File: src/rtl/periferico_pkg.sv
// Shared types and defaults for the periferico_rx_hs peripheral handshake receiver.
package periferico_pkg;
  localparam int DATA_W_DEF = 2;
  localparam int DEPTH_DEF  = 4;

  typedef enum logic [1:0] {
    RESYNC = 2'd0,
    IDLE   = 2'd1,
    ACK    = 2'd2
  } state_e;
endpackage

File: src/rtl/periferico_rx_hs_if.sv
// Send/ack handshake from the CPU plus the valid/ready drain port toward the local sink.
interface periferico_rx_hs_if
  import periferico_pkg::*;
#(
  parameter int DATA_W = DATA_W_DEF
) ();
  logic              send;
  logic [DATA_W-1:0] dado;
  logic              ack;
  logic [DATA_W-1:0] out_data;
  logic              out_valid;
  logic              out_ready;

  modport master (
    output send, dado, out_ready,
    input  ack, out_data, out_valid
  );

  modport slave (
    input  send, dado, out_ready,
    output ack, out_data, out_valid
  );
endinterface

File: src/rtl/periferico_rx_hs_fifo.sv
// hs_fifo: small power-of-two FIFO with registered count; head reads as 0 when empty.
module hs_fifo #(
  parameter int DATA_W = 2,
  parameter int DEPTH  = 4
) (
  input  logic                       clk1,
  input  logic                       rst1,
  input  logic                       push,
  input  logic                       pop,
  input  logic [DATA_W-1:0]          wdata,
  output logic [DATA_W-1:0]          rdata,
  output logic                       valid,
  output logic                       full,
  output logic [$clog2(DEPTH):0]     count
);
  localparam int PW = $clog2(DEPTH);
  localparam int CW = PW + 1;

  logic [DATA_W-1:0] mem [DEPTH];
  logic [PW-1:0]     wr_ptr;
  logic [PW-1:0]     rd_ptr;
  logic              empty;
  logic              do_push;
  logic              do_pop;

  assign empty   = (count == '0);
  assign full    = (count == CW'(DEPTH));
  assign do_push = push && !full;
  assign do_pop  = pop && !empty;
  assign valid   = !empty;
  assign rdata   = empty ? '0 : mem[rd_ptr];

  // Contents are not reset; count==0 already masks stale entries.
  always_ff @(posedge clk1) begin
    if (do_push) mem[wr_ptr] <= wdata;
  end

  always_ff @(posedge clk1) begin
    if (!rst1) begin
      wr_ptr <= '0;
      rd_ptr <= '0;
      count  <= '0;
    end else begin
      if (do_push) wr_ptr <= wr_ptr + 1'b1;
      if (do_pop)  rd_ptr <= rd_ptr + 1'b1;
      case ({do_push, do_pop})
        2'b10:   count <= count + 1'b1;
        2'b01:   count <= count - 1'b1;
        default: count <= count;
      endcase
    end
  end
endmodule

File: src/rtl/periferico_rx_hs.sv
// Peripheral receiver for the CPU 4-phase send/ack handshake; PERIPH_SYNC_EN adds a 2-flop send synchroniser.
//  state  | meaning
//  RESYNC | ack=0, waiting for send low so a stale request is not re-accepted
//  IDLE   | ack=0, capture dado on send when FIFO has room
//  ACK    | ack=1, waiting for send to drop
module periferico_rx_hs
  import periferico_pkg::*;
#(
  parameter int DATA_W = DATA_W_DEF,
  parameter int DEPTH  = DEPTH_DEF
) (
  input  logic                   clk1,
  input  logic                   rst1,
  periferico_rx_hs_if.slave      bus,
  output logic [$clog2(DEPTH):0] fifo_count,
  output logic                   overflow
);
  localparam logic [1:0] S_RESYNC = RESYNC;
  localparam logic [1:0] S_IDLE   = IDLE;
  localparam logic [1:0] S_ACK    = ACK;

  logic [1:0] state;
  logic [1:0] state_nx;
  logic       send_s;
  logic       full;
  logic       push;
  logic       pop;

`ifdef PERIPH_SYNC_EN
  logic [1:0] sync_q;
  always_ff @(posedge clk1) begin
    if (!rst1) sync_q <= '0;
    else       sync_q <= {sync_q[0], bus.send};
  end
  assign send_s = sync_q[1];
`else
  assign send_s = bus.send;
`endif

  assign push    = (state == S_IDLE) && send_s && !full;
  assign pop     = bus.out_valid && bus.out_ready;
  assign bus.ack = (state == S_ACK);

  always_comb begin
    state_nx = state;
    case (state)
      S_RESYNC: if (!send_s) state_nx = S_IDLE;
      S_IDLE:   if (push)    state_nx = S_ACK;
      S_ACK:    if (!send_s) state_nx = S_IDLE;
      default:               state_nx = S_RESYNC;
    endcase
  end

  always_ff @(posedge clk1) begin
    if (!rst1) begin
      state    <= S_RESYNC;
      overflow <= 1'b0;
    end else begin
      state <= state_nx;
      if ((state == S_IDLE) && send_s && full) overflow <= 1'b1;
    end
  end

  hs_fifo #(.DATA_W(DATA_W), .DEPTH(DEPTH)) u_fifo (
    .clk1  (clk1),
    .rst1  (rst1),
    .push  (push),
    .pop   (pop),
    .wdata (bus.dado),
    .rdata (bus.out_data),
    .valid (bus.out_valid),
    .full  (full),
    .count (fifo_count)
  );
endmodule

File: src/flat_wrapper.sv
// flat-port wrapper written by rule: the top's interface ports become plain ports
module periferico_rx_hs_flat import periferico_pkg::*;
#(
  parameter int DATA_W = DATA_W_DEF,
  parameter int DEPTH  = DEPTH_DEF
)
  (clk1, rst1, fifo_count, overflow, bus_send, bus_dado, bus_out_ready, bus_ack, bus_out_data, bus_out_valid);
  periferico_rx_hs_if #(.DATA_W(DATA_W)) bus_i ();
  input  logic clk1;
  input  logic rst1;
  output logic [$clog2(DEPTH):0] fifo_count;
  output logic overflow;
  input wire logic [$bits(bus_i.send)-1:0] bus_send;
  input wire logic [$bits(bus_i.dado)-1:0] bus_dado;
  input wire logic [$bits(bus_i.out_ready)-1:0] bus_out_ready;
  output wire logic [$bits(bus_i.ack)-1:0] bus_ack;
  output wire logic [$bits(bus_i.out_data)-1:0] bus_out_data;
  output wire logic [$bits(bus_i.out_valid)-1:0] bus_out_valid;
  assign bus_i.send = bus_send;
  assign bus_i.dado = bus_dado;
  assign bus_i.out_ready = bus_out_ready;
  assign bus_ack = bus_i.ack;
  assign bus_out_data = bus_i.out_data;
  assign bus_out_valid = bus_i.out_valid;
  periferico_rx_hs #(.DATA_W(DATA_W), .DEPTH(DEPTH)) u_core (.clk1(clk1), .rst1(rst1), .bus(bus_i), .fifo_count(fifo_count), .overflow(overflow));
endmodule
File: config.mk
export PLATFORM = sky130hd
export DESIGN_NAME = periferico_rx_hs_flat
export DESIGN_NICKNAME = d
export VERILOG_FILES = /design/src/rtl/periferico_pkg.sv /design/src/rtl/periferico_rx_hs_if.sv /design/src/rtl/periferico_rx_hs_fifo.sv /design/src/rtl/periferico_rx_hs.sv /design/src/flat_wrapper.sv
export SDC_FILE = /design/constraint.sdc
export NUM_CORES = 1
export LEC_CHECK = 0
export ABC_AREA = 1
export CORE_MARGIN = 5
export CORE_UTILIZATION = 55
export DETAILED_ROUTE_END_ITERATION = 10
export PLACE_DENSITY = 0.81
export SLEW_MARGIN = 20
export SYNTH_ARGS = -nofsm -noshare
export SYNTH_HDL_FRONTEND = slang
export SYNTH_SLANG_ARGS = --single-unit
File: constraint.sdc
create_clock -name clk1 -period 3.2 [get_ports clk1]
set_input_delay 0.48 -clock clk1 [delete_from_list [all_inputs] [get_ports clk1]]
set_output_delay 0.48 -clock clk1 [all_outputs]
set_load 0.01 [all_outputs]
==> results of run 1 <==
==> routing by layer <==
layer / wire length, um / up-vias / global-route usage, %
li1: - / 378 / -
met1: 649 / 328 / 14.6
met2: 800 / 16 / 24.6
met3: 74 / 5 / 4.87
met4: 47 / 0 / 8.73
met5: 0 / - / 0
==> cell usage in the layout (no fill, tap or decap), drive strengths merged <==
cell type	instances
inv	24
nor2	21
nand2	16
clkdlybuf4s50	13
dfxtp	12
a21oi	10
edfxtp	8
o21ai	6
nand3	6
ha	5
clkbuf	4
nand3b	1
or2	1
fa	1
==> sequential cells by signal, indices dropped and copies added, names as in the netlist, named ones only <==
name,count
u_core.overflow,1
u_core.u_fifo.mem,8
u_core.u_fifo.count,3
u_core.u_fifo.rd_ptr,2
u_core.state,2
u_core.u_fifo.wr_ptr,2
==> where the power goes <==
group          leakage (nW)  switching, W  total (W)  internal (W)
clock                0.0261     0.0000821   0.000178     0.0000955
combinational         0.301      0.000171   0.000315      0.000144
sequential            0.170     0.0000294   0.000330      0.000300
total                 0.498      0.000283   0.000822      0.000539
==> Yosys cell counts (all sizes together) <==
| master | count |
|---|---|
| a21oi | 10 |
| edfxtp | 8 |
| o21ai | 6 |
| inv | 24 |
| fa | 1 |
| nor2 | 21 |
| nand3b | 1 |
| dfxtp | 12 |
| or2 | 1 |
| nand2 | 16 |
| ha | 5 |
| nand3 | 6 |
==> cell type report <==
type | instances | area (sq um)
fillers | 148 | 542
clock buffers | 4 | 47.5
multi-input cells | 67 | 378
inverters | 24 | 90.1
repair buffers | 13 | 130
flip-flops and latches | 20 | 480
well taps | 17 | 21.3
==> final timing paths <==
path | startpoint | end | slack [ns] | cells past startpoint
max | register | bus_out_data[1] | 1.06 | 5
min | u_core.overflow$_SDFFE_PN0P_ | u_core.overflow$_SDFFE_PN0P_ | 0.49 | 2
max reg2reg | u_core.u_fifo.count[2]$_SDFFE_PN0P_ | u_core.u_fifo.count[2]$_SDFFE_PN0P_ | 1.39 | 13
min reg2reg | u_core.overflow$_SDFFE_PN0P_ | u_core.overflow$_SDFFE_PN0P_ | 0.49 | 2
==> worst register-to-register path: stages, from the launching register on <==
cell and delay (ns):
sky130_fd_sc_hd__dfxtp_1 0.39, sky130_fd_sc_hd__inv_1 0.09, sky130_fd_sc_hd__nand3_2 0.13, sky130_fd_sc_hd__nand2_2 0.09, sky130_fd_sc_hd__inv_1 0.07, sky130_fd_sc_hd__ha_1 0.16
sky130_fd_sc_hd__inv_1 0.07, sky130_fd_sc_hd__fa_1 0.37, sky130_fd_sc_hd__inv_1 0.07, sky130_fd_sc_hd__nand2_1 0.05, sky130_fd_sc_hd__nand3_1 0.08, sky130_fd_sc_hd__nand2_1 0.06
sky130_fd_sc_hd__nand2_1 0.05, sky130_fd_sc_hd__nor2_1 0.04
==> through the flow <==
step                      total power, W  worst slack (ns)  cells  instance area, sq um  hold slack, ns
after floorplan                 0.000524              1.49    111                   948           0.464
after global placement          0.000642              1.00    141                  1100           0.467
after detailed placement        0.000656             0.933    141                  1100           0.474
after CTS                       0.000831              1.03    145                  1150           0.504
after global routing            0.000893             0.919    145                  1150           0.528
final                           0.000822              1.06    145                  1150           0.492
==> logic make-up after synthesis <==
kind of cell             share of synthesized area (%)
AO/OA/AOI/OAI                                     8.44
adder cells (fa/ha/maj)                           8.71
buffers and inverters                             9.50
flip-flops                                        50.7
AND/OR/NAND/NOR                                   22.7
==> results.toml, run 1 <==
[route]
drtPass1Iterations = 4
detail_route.iter0.violations = 5
detail-route-antenna-nets = 0
finalWirelength_um = 1570
detail_route.wl_per_cell_um = 10.8
route.detailed.vias_per_inst = 5.01
route.detailed.drc = 0
dr_vias = 727

[synth]
post_synth_main_area_contributors = "sky130_fd_sc_hd__dfxtp_1 25%, sky130_fd_sc_hd__edfxtp_1 25%, sky130_fd_sc_hd__inv_1 8.3%, sky130_fd_sc_hd__nor2_1 7.5%, sky130_fd_sc_hd__ha_1 6.6%"
netlist.top_cell.by_area = "sky130_fd_sc_hd__dfxtp_1"
netlist_area_sq_um = 948
synthCells = 111
synthDominantCellAreaShare_pct = 25.3
ys_seq_area_share_pct = 50.7
synth_nets = 123
post_synth_num_cell_types = 18
syn-mean-instance-area_sq_um = 8.54
yosys_warnings = 0
synth.ff_latch_count = 20

[clocking]
clk_path_buf_depth = 2
clkSlewWorstSetupHoldPaths_ns = 0.12
tritoncts = "done"
cts_root_buf = "sky130_fd_sc_hd__clkbuf_4"
cts_made_buffers = 3
post_cts.resized_instances = 0
htree_levels = 1
post_cts.repair.setup_buffers = 0
clock-sinks = 20
cts_hold_buf = 0
worst_skew_pair.late_latency_ns = 0.32

[critical_path]
worstSetupStartpointType = "register"
worst_ep_arrival_time_ns = 1.66
critical_path_required_ns = 2.72
crit_path_max_fanout = 5
crit_top_cell = "sky130_fd_sc_hd__nor2_1"
critical_path_class = "reg -> out"
crit_slowest_cell = "sky130_fd_sc_hd__clkdlybuf4s50_1"
timing.critical_path.to_type = "output pin"
critical_path.cell_chain = "nor2_1 -> nor2_1 -> o21ai_0 -> a21oi_1 -> clkdlybuf4s50_1"
cp_num_buf_inv = 1
cell_family_contributing_the_most_delay_on_the_critical_path = "buffers and inverters"
delay_contributed_by_the_slowest_stage_of_the_critical_path_ns = 0.55

[hold_path]
hold_path_class = "reg -> reg"

[power_and_ir_drop]
worst_ir_drop_vdd_v = 0.000437
powerDensity_nw_per_um2 = 717
cellLeakagePower_nw = 0.498

[sta]
clock_skew_ns = 0.0139
fmaxAchievable_mhz = 467
timing_max_transition_violations_final = 0
timing.final.crit_period_ns = 2.14
ratio_of_final_minimum_period_to_clock_period_pct = 66.9
grt_setup_unrepaired = "no"
final_hold_viol_count = 0
setup_viol = 0
slew-limit-headroom_pct = 82.4
tightest_slew_ns = 0.263
fin_setup_tns_ns = 0

[floorplanning]
die_w_um = 51.5
ios = 14
start_util_pct = 56.1
std_cell_rows = 15
floorplan.die_area_sq_um = 2650
die_height_um = 51.5
core_area_sq_um = 1690

[place]
hpwlAfterDp_um = 1250
portBuffers = 13
gp_routability_congestion = 0.754

[finish]
synthToLayoutAreaGrowth_pct = 21.0
antennaDiodeCount = 0
final_layout_size_suffix_gt1_share_pct = 11.7
fin_nets = 141
final_core_util_pct = 67.9

[job]
maxCapViolCount = 0

[grt]
grt_first_pass_wirelength_um = 2710
overflow = 0
antenna_found_initial = 0
grt_util_overall_pct = 14.2
largest_net_degree_at_the_start_of_global_routing = 13
grt_pass1_vias = 684

[status]
run_status = "finished clean"
No activity file was read; power rests on OpenSTA's default activity.
==> run 2, diff against run 1 <==
--- a/config.mk
+++ b/config.mk
@@ -7,9 +7,9 @@
 export LEC_CHECK = 0
 export ABC_AREA = 1
 export CORE_MARGIN = 5
-export CORE_UTILIZATION = 55
+export CORE_UTILIZATION = 46
 export DETAILED_ROUTE_END_ITERATION = 10
-export PLACE_DENSITY = 0.81
+export PLACE_DENSITY = 0.72
 export SLEW_MARGIN = 20
 export SYNTH_ARGS = -nofsm -noshare
 export SYNTH_HDL_FRONTEND = slang
==> constraint.sdc (replaced) <==
create_clock -name clk1 -period 1.8 [get_ports clk1]
set_input_delay 0.27 -clock clk1 [delete_from_list [all_inputs] [get_ports clk1]]
set_output_delay 0.27 -clock clk1 [all_outputs]
set_load 0.01 [all_outputs]
==> results.toml, run 2 (synthesis gave the netlist of run 1 again) <==
[critical_path]
worst_ep_arrival_time_ns = 1.88
worstSetupStartpointType = "register"
crit_path_max_fanout = 5
crit-reg2reg-launch = "u_core.u_fifo.count[0]$_SDFFE_PN0P_"
critical_path_class = "reg -> reg"
critical_path_required_ns = 2.00
timing.critical_path.to_type = "register"
worst_r2r_path_depth = 13
crit-reg2reg-capture = "u_core.u_fifo.count[2]$_SDFFE_PN0P_"
critPathLaunch = "u_core.u_fifo.count[0]$_SDFFE_PN0P_"
r2r_setup_slack_ns = 0.12
critical_path.endpoint = "u_core.u_fifo.count[2]$_SDFFE_PN0P_"

[grt]
grt_pass1_vias = 676
largest_net_degree_at_the_start_of_global_routing = 12
overflow = 0
grt_first_pass_wirelength_um = 2730
grt_util_overall_pct = 11.4
antenna_found_initial = 0

[power_and_ir_drop]
p_switching_w = 0.000532
cellLeakagePower_nw = 0.524
internal_power_w = 0.000912
sw_frac_of_total_pct = 36.9
worst_ir_drop_vdd_v = 0.00101
p_seq_share_pct = 41.2
comb_power_share_pct = 43.5
clock_power_share_pct = 15.3
powerDensity_nw_per_um2 = 1200
totalPowerFinal_w = 0.00144

[clocking]
tritoncts = "done"
cts_root_buf = "sky130_fd_sc_hd__clkbuf_4"
htree_levels = 1
worst_skew_pair.late_latency_ns = 0.30
cts_hold_buf = 0
clock-sinks = 20
clk_path_buf_depth = 2
clkSlewWorstSetupHoldPaths_ns = 0.10
cts_made_buffers = 3

[finish]
final_cell_count_no_fill = 161
final_layout_size_suffix_gt1_share_pct = 20.9
largestRegisters = "u_core.u_fifo.mem x8, u_core.u_fifo.count x3"
fin_nets = 147
antennaDiodeCount = 0
post-route-cell-area_sq_um = 1210
synthToLayoutAreaGrowth_pct = 27.2
max_flop_register = "u_core.u_fifo.mem"
largest_register_ffs = 8
layout.cells.most_common_list = "19 x sky130_fd_sc_hd__inv_1, 19 x sky130_fd_sc_hd__nor2_1, 13 x sky130_fd_sc_hd__nand2_1, 11 x sky130_fd_sc_hd__clkdlybuf4s50_1, 10 x sky130_fd_sc_hd__a21oi_1"

[floorplanning]
start_util_pct = 48.3
die_height_um = 55.4
ios = 14
die_w_um = 55.4
core_area_sq_um = 1960
std_cell_rows = 16
floorplan.die_area_sq_um = 3070

[hold_path]
hold_path_class = "reg -> reg"
worst_hold_path.num_cells = 1

[sta]
setup_viol = 0
hold_ws_ns = 0.458
ratio_of_final_minimum_period_to_clock_period_pct = 93.1
grt_setup_unrepaired = "no"
final_hold_viol_count = 0
timing_max_transition_violations_final = 0
fmaxAchievable_mhz = 597
timing.final.crit_period_ns = 1.68
tightest_slew_ns = 0.271
clock_skew_ns = 0.00630
slew-limit-headroom_pct = 81.9

[route]
detail_route.iter0.violations = 6
finalWirelength_um = 1700
route.detailed.drc = 0
dr_vias = 737
route.detailed.vias_per_inst = 4.58
detail_route.wl_per_cell_um = 10.6
detail-route-antenna-nets = 0
drtPass1Iterations = 3

[place]
portBuffers = 13
placed_area_sq_um = 1140
place.detailed.instances = 155
hpwlAfterDp_um = 1280
gp_routability_congestion = 0.735

[job]
maxCapViolCount = 0

[status]
run_status = "finished clean"
run 2: cell types whose count changed in the layout (fill, tap and decap cells not counted), sizes merged:
| cell | previous run | this run |
|---|---|---|
| buf | 0 | 6 |
| clkdlybuf4s50 | 13 | 11 |
| dlygate4sd2 | 0 | 2 |
run 2: critical path: stages, from the launching register on:
cell	delay, ns
sky130_fd_sc_hd__dfxtp_2	0.36
sky130_fd_sc_hd__inv_2	0.08
sky130_fd_sc_hd__nand3_4	0.08
sky130_fd_sc_hd__nand2_2	0.08
sky130_fd_sc_hd__inv_2	0.06
sky130_fd_sc_hd__ha_2	0.17
sky130_fd_sc_hd__inv_1	0.06
sky130_fd_sc_hd__fa_2	0.34
sky130_fd_sc_hd__inv_1	0.06
sky130_fd_sc_hd__nand2_1	0.04
sky130_fd_sc_hd__nand3_1	0.08
sky130_fd_sc_hd__nand2_1	0.06
sky130_fd_sc_hd__nand2_1	0.05
sky130_fd_sc_hd__nor2_1	0.04
run 2: power groups by stage:
stage | clock network [W] | registers (W) | logic (W)
2_1_floorplan | 0 | 0.000602 | 0.000330
3_3_place_gp | 0 | 0.000596 | 0.000558
3_5_place_dp | 0 | 0.000597 | 0.000583
4_1_cts | 0.000232 | 0.000593 | 0.000565
5_1_grt | 0.000251 | 0.000604 | 0.000703
6_report | 0.000221 | 0.000594 | 0.000629
run 2: per-stage QoR:
step	utilization [%]	setup TNS (ns)	worst slack (ns)
final	61.5	0	0.124
after global routing	61.5	0	0.00663
after CTS	59.6	0	0.0223
after detailed placement	58.2	-0.316	-0.183
after global placement	58.2	-0.201	-0.132
after floorplan	-	0	0.0867
run 2: how the worst min path moves through the flow:
stage | end | start | slack, ns
floorplan | u_core.u_fifo.mem[0][0]$_DFFE_PP_ | bus_dado[0] | 0.37
global placement | u_core.overflow$_SDFFE_PN0P_ | u_core.overflow$_SDFFE_PN0P_ | 0.46
detailed placement | u_core.overflow$_SDFFE_PN0P_ | u_core.overflow$_SDFFE_PN0P_ | 0.48
CTS | u_core.u_fifo.count[0]$_SDFFE_PN0P_ | u_core.u_fifo.count[0]$_SDFFE_PN0P_ | 0.46
global route | u_core.u_fifo.count[0]$_SDFFE_PN0P_ | u_core.u_fifo.count[0]$_SDFFE_PN0P_ | 0.47
finish | u_core.u_fifo.count[0]$_SDFFE_PN0P_ | u_core.u_fifo.count[0]$_SDFFE_PN0P_ | 0.46
run 2: final cells by class:
| class | instances | area [sq um] |
|---|---|---|
| flip-flops and latches | 20 | 485 |
| repair buffers | 19 | 173 |
| well taps | 27 | 33.8 |
| clock buffers | 4 | 26.3 |
| inverters | 24 | 90.1 |
| fillers | 189 | 756 |
| multi-input cells | 67 | 398 |
run 2: metal layers:
layer  global-route usage, %  share of wire, %  vias to the layer above
met5                       0                 0                        -
met4                    7.29               2.5                        0
met2                    19.6                52                        9
li1                        -                 -                      392
met3                    3.26               3.1                        5
met1                    12.0                42                      331
run 2: timing repair:
action | in CTS | in global routing
setup buffers | 0 | 2
gates resized for setup | 5 | 7
endpoints found under the setup margin | 3 | 1
pin swaps | 0 | 1
